--- src/rtl/btn_conditioner.sv ---
// Button conditioner: two-flop synchroniser plus a debounce/hold FSM per channel,
// producing a clean level and one-cycle press, release and long-press pulses.
module btn_conditioner #(
    parameter int N_BTN       = 5,
    parameter bit ACTIVE_HIGH = 1'b1,
    parameter int DEB_CYCLES  = 500000,
    parameter int CNT_W       = 20,
    parameter int LONG_CYCLES = 50000000,
    parameter int LONG_W      = 26
) (
    input  logic             clk,
    input  logic             rst_n,
    input  logic [N_BTN-1:0] btn_raw,
    output logic [N_BTN-1:0] btn_level,
    output logic [N_BTN-1:0] btn_press,
    output logic [N_BTN-1:0] btn_release,
    output logic [N_BTN-1:0] btn_long
);

    typedef enum logic [1:0] {
        IDLE         = 2'd0,
        PRESS_WAIT   = 2'd1,
        PRESSED      = 2'd2,
        RELEASE_WAIT = 2'd3
    } state_t;

    localparam logic [CNT_W-1:0]  DEB_LAST  = CNT_W'(DEB_CYCLES - 1);
    localparam logic [LONG_W-1:0] LONG_LAST = LONG_W'(LONG_CYCLES - 1);
    localparam logic [CNT_W-1:0]  DCNT_ONE  = CNT_W'(1);
    localparam logic [LONG_W-1:0] HCNT_ONE  = LONG_W'(1);

    logic [N_BTN-1:0]  raw_in;
    logic [N_BTN-1:0]  s1_q, s1_d, s2_q, s2_d;
    state_t            state_q [N_BTN];
    state_t            state_d [N_BTN];
    logic [CNT_W-1:0]  dcnt_q  [N_BTN];
    logic [CNT_W-1:0]  dcnt_d  [N_BTN];
    logic [LONG_W-1:0] hcnt_q  [N_BTN];
    logic [LONG_W-1:0] hcnt_d  [N_BTN];
    logic [N_BTN-1:0]  long_done_q, long_done_d;
    logic [N_BTN-1:0]  level_q, level_d;
    logic [N_BTN-1:0]  press_q, press_d;
    logic [N_BTN-1:0]  release_q, release_d;
    logic [N_BTN-1:0]  long_q, long_d;

    // Normalise polarity before the synchroniser so everything downstream sees 1 = pressed.
    assign raw_in = ACTIVE_HIGH ? btn_raw : ~btn_raw;

    always_comb begin
        s1_d        = raw_in;
        s2_d        = s1_q;
        long_done_d = long_done_q;
        level_d     = level_q;
        press_d     = '0;
        release_d   = '0;
        long_d      = '0;
        for (int i = 0; i < N_BTN; i++) begin
            state_d[i] = state_q[i];
            dcnt_d[i]  = dcnt_q[i];
            hcnt_d[i]  = hcnt_q[i];
            case (state_q[i])
                IDLE: begin
                    level_d[i] = 1'b0;
                    if (s2_q[i]) begin
                        state_d[i] = PRESS_WAIT;
                        dcnt_d[i]  = '0;
                    end
                end
                PRESS_WAIT: begin
                    if (!s2_q[i]) begin
                        state_d[i] = IDLE;
                    end else if (dcnt_q[i] == DEB_LAST) begin
                        state_d[i]     = PRESSED;
                        level_d[i]     = 1'b1;
                        press_d[i]     = 1'b1;
                        hcnt_d[i]      = '0;
                        long_done_d[i] = 1'b0;
                    end else begin
                        dcnt_d[i] = dcnt_q[i] + DCNT_ONE;
                    end
                end
                PRESSED: begin
                    level_d[i] = 1'b1;
                    if (!s2_q[i]) begin
                        state_d[i] = RELEASE_WAIT;
                        dcnt_d[i]  = '0;
                    end else if (!long_done_q[i] && hcnt_q[i] == LONG_LAST) begin
                        long_d[i]      = 1'b1;
                        long_done_d[i] = 1'b1;
                    end
                    // Hold time accrues for every cycle spent in PRESSED, so a release
                    // bounce costs exactly its RELEASE_WAIT cycles; saturates at terminal.
                    if (!long_done_q[i] && hcnt_q[i] != LONG_LAST) begin
                        hcnt_d[i] = hcnt_q[i] + HCNT_ONE;
                    end
                end
                RELEASE_WAIT: begin
                    level_d[i] = 1'b1;
                    if (s2_q[i]) begin
                        state_d[i] = PRESSED;
                    end else if (dcnt_q[i] == DEB_LAST) begin
                        state_d[i]   = IDLE;
                        level_d[i]   = 1'b0;
                        release_d[i] = 1'b1;
                    end else begin
                        dcnt_d[i] = dcnt_q[i] + DCNT_ONE;
                    end
                end
                default: begin
                    state_d[i] = IDLE;
                    level_d[i] = 1'b0;
                end
            endcase
        end
    end

    always_ff @(posedge clk or negedge rst_n) begin
        if (!rst_n) begin
            s1_q        <= '0;
            s2_q        <= '0;
            long_done_q <= '0;
            level_q     <= '0;
            press_q     <= '0;
            release_q   <= '0;
            long_q      <= '0;
            for (int i = 0; i < N_BTN; i++) begin
                state_q[i] <= IDLE;
                dcnt_q[i]  <= '0;
                hcnt_q[i]  <= '0;
            end
        end else begin
            s1_q        <= s1_d;
            s2_q        <= s2_d;
            long_done_q <= long_done_d;
            level_q     <= level_d;
            press_q     <= press_d;
            release_q   <= release_d;
            long_q      <= long_d;
            for (int i = 0; i < N_BTN; i++) begin
                state_q[i] <= state_d[i];
                dcnt_q[i]  <= dcnt_d[i];
                hcnt_q[i]  <= hcnt_d[i];
            end
        end
    end

    assign btn_level   = level_q;
    assign btn_press   = press_q;
    assign btn_release = release_q;
    assign btn_long    = long_q;

endmodule

--- config.mk ---
export PLATFORM = sky130hd
export DESIGN_NAME = btn_conditioner
export DESIGN_NICKNAME = d
export VERILOG_FILES = /design/src/rtl/btn_conditioner.sv
export SDC_FILE = /design/constraint.sdc
export NUM_CORES = 1
export LEC_CHECK = 0
export BUFFER_PORTS_ARGS = -buffer_cell sky130_fd_sc_hd__buf_2
export CORE_MARGIN = 2
export CORE_UTILIZATION = 50
export DETAILED_ROUTE_END_ITERATION = 10
export PLACE_DENSITY = 0.74
export SLEW_MARGIN = 40
export SYNTH_ARGS = -nofsm -noshare
export SYNTH_HDL_FRONTEND = slang
export SYNTH_SLANG_ARGS = --single-unit
--- constraint.sdc ---
create_clock -name clk -period 3.25 [get_ports clk]
set_clock_uncertainty 0.2 [all_clocks]
set_input_delay 0.1625 -clock clk [delete_from_list [all_inputs] [get_ports clk]]
set_output_delay 0.1625 -clock clk [all_outputs]
set_load 0.01 [all_outputs]
==> metrics.cfg <==
[critical_path]
r2r-start=dcnt_q[20]$_DFFE_PN0P_
cp_data_arrival_time_ns=3.26
crit_path_start=dcnt_q[20]$_DFFE_PN0P_
path_max_fanout=18
criticalPathCategory=flop to flop
cp-start-kind=flop
timing.rr.end=hcnt_q[39]$_DFFE_PN0P_
r2r_slack_ns=0.28
required_ns=3.54
endpoint_kind=flop
reg2reg_depth=7
worstSetupEndpoint=hcnt_q[39]$_DFFE_PN0P_

[logic_synthesis]
yosys.area.top_type_share_pct=44.1
ys_ff_latch=275
avgSynthCellArea_sq_um=8.92
synth_nets=1789
synth_most_common_cell=dfrtp_1
async_flop_share_pct=100
netlist_instances=1747
ys.flop_type=dfrtp_1
yosysSeqAreaShare_pct=44.1
synth_common_cells=dfrtp_1, nand2_1, nor2_1, nand3_1, o21ai_0
synth_cell_types=81
synth_edf_count=0
ys_warn_count=0
synth.top_cells.by_area=dfrtp_1, nand2_1, nor2_1
synth_area_leader_cell=dfrtp_1
netlist_area_sq_um=15600

[clocking]
cts_sinks=275
clock_path_buffers=3
clkTransAtPathRegs_ns=0.06
root_buffer=clkbuf_16
numCtsBuffers=30
cts_tree=yes
clk-insertion-delay-late_ns=0.57
h-tree-depth=1

[grt]
grt_pass1_vias=12800
grt_use_total_pct=21.2
grt_start_max_net_pins=82
grt_pass1_wl_microns=60600
antenna_found_initial=0
overflow=0

[floorplanning]
dieArea_sq_um=32600
rows=64
dieWidth_microns=181
die_y_microns=181
coreArea_sq_um=30700
ios=27
start_util_pct=50.8

[cells_and_area]
antenna_cells=0
drive_gt1_share_pct=9.38
nNetsFinal=1832
final_cell_count_no_fill=2209
syn2layout_area_growth_pct=12.2

[pwr]
combPwrFrac_pct=31.9
internal_power_mw=7.07
powerDensity_nw_per_um2=629
p_sw_mw=3.94
switching_share_pct=35.8
ir_worst_vdd_uv=426
leakagePower_nw=7.35
p_clk_share_pct=33.2
seqPwrFrac_pct=34.9

[job]
maxCapViolations=0

[detailed_routing]
num_vias=13300
viasPerCell=6.01
drcViolationCount=0
drtPass1Iterations=5
ant_nets=0
wl_per_cell_microns=15.5
first_iter_violations=966
wirelength_microns=34300

[timing]
finalHoldViolations=19
setup_tns_ns=0
holdWs_ns=-0.0214
slew_viol_final=0
period_minus_slack_ns=2.97
finalSetupViolCount=0
maxSlewHeadroom_pct=46.6
rsz0062_at_grt=no
clock.fmax_ghz=0.337
min_period_over_period_pct=91.4
worst_pin_slew_ns=0.792

[worst_hold_path]
hp-class=input port to async pin

[status]
violations=negative hold slack
outcome=complete, but fails checks

[place]
place_congestion=0.905
io_buffers=26
dpl.cell_count=2148
place_hpwl_microns=23100

## worst min path at each step
stage / cells after the start / endpoint
2_1_floorplan: 0 / async pin
3_3_place_gp: 1 / hcnt_q[29]$_DFFE_PN0P_
3_5_place_dp: 1 / hcnt_q[29]$_DFFE_PN0P_
4_1_cts: 2 / hcnt_q[29]$_DFFE_PN0P_
5_1_grt: 2 / s1_q[2]$_DFF_PN0_
6_report: 2 / hcnt_q[28]$_DFFE_PN0P_
## state kept, by name, summed over array words and instances, names as in the netlist, named ones only
name and flops:
btn_level 5, btn_long 5, btn_press 5, btn_release 5, dcnt_q 100, hcnt_q 130, long_done_q 5, s1_q 5
s2_q 5, state_q 5
## power by group through the flow
stage,Combinational [mW],Sequential [mW],Clock (mW)
floorplan,2.42,3.86,0
global placement,3.40,3.88,0
detailed placement,3.46,3.90,0
CTS,3.49,3.84,3.75
global route,3.92,3.88,3.89
finish,3.51,3.84,3.66
## worst max-delay path: stages (launching register included)
cell,delay (ns)
dfrtp_1,0.42
ha_1,0.23
and4_1,0.27
nand2_1,0.15
o31a_1,0.32
or3b_1,0.64
or4b_1,0.58
nand3_1,0.10
## stage by stage
step                instance area, sq um  setup WS, ns  total power, mW  hold slack (ns)  utilization, %
floorplan                          15600         0.563             6.28           -0.333               -
global placement                   16300         0.398             7.28          0.00217            53.3
detailed placement                 16300         0.314             7.36          0.00725            53.3
CTS                                17500         0.299             11.1         0.000734            57.0
global route                       17500        0.0758             11.7           0.0146            57.0
finish                             17500         0.280             11.0          -0.0214            57.0
## logic make-up after synthesis
kind of cell	after synthesis	synth area share, %
AOI/OAI and AO/OA	308	13.0
buffers and inverters	114	2.96
and+or+nand+nor	908	30.9
muxes	17	1.11
xor gates and xnor gates	90	5.06
adders and majority gates	35	2.81
DFF	275	44.1
## what timing repair did
action | in CTS | in global routing
gates resized for setup | 0 | 0
hold endpoints to repair | 227 | 0
setup buffers | 0 | 0
hold buffers | 6 | 0
## layout by cell type (no fill, tap or decap), types with 17 or more instances in the layout
cell type,count
and3_1,40
buf_2,25
nand2_1,197
o21ai_0,90
ha_1,35
a21oi_1,59
nor2_1,195
xor2_1,35
clkbuf_16,30
xnor2_1,55
or3_1,29
nand3_1,110
nor3_1,55
nor4_1,39
and4_1,22
nor4b_1,17
nand4_1,72
buf_4,50
o31ai_1,31
inv_1,41
dfrtp_1,275
## cell type report
| type | count | area (sq um) |
|---|---|---|
| well taps | 396 | 495 |
| repair buffers | 84 | 616 |
| inverters | 41 | 154 |
| multi-input cells | 1358 | 8260 |
| flip-flops and latches | 275 | 6880 |
| fillers | 2695 | 13200 |
| clock buffers | 44 | 913 |
| clock inverters | 11 | 169 |
## per-layer routing
| layer | vias up | track usage [%] | part of all wire (%) |
|---|---|---|---|
| met1 | 6458 | 30.1 | 47 |
| li1 | 6502 | - | - |
| met2 | 262 | 34.7 | 47 |
| met4 | 0 | 5.29 | 2.1 |
| met3 | 64 | 2.38 | 3.8 |
| met5 | - | 0 | 0 |
(Power assumes the default switching activity.)
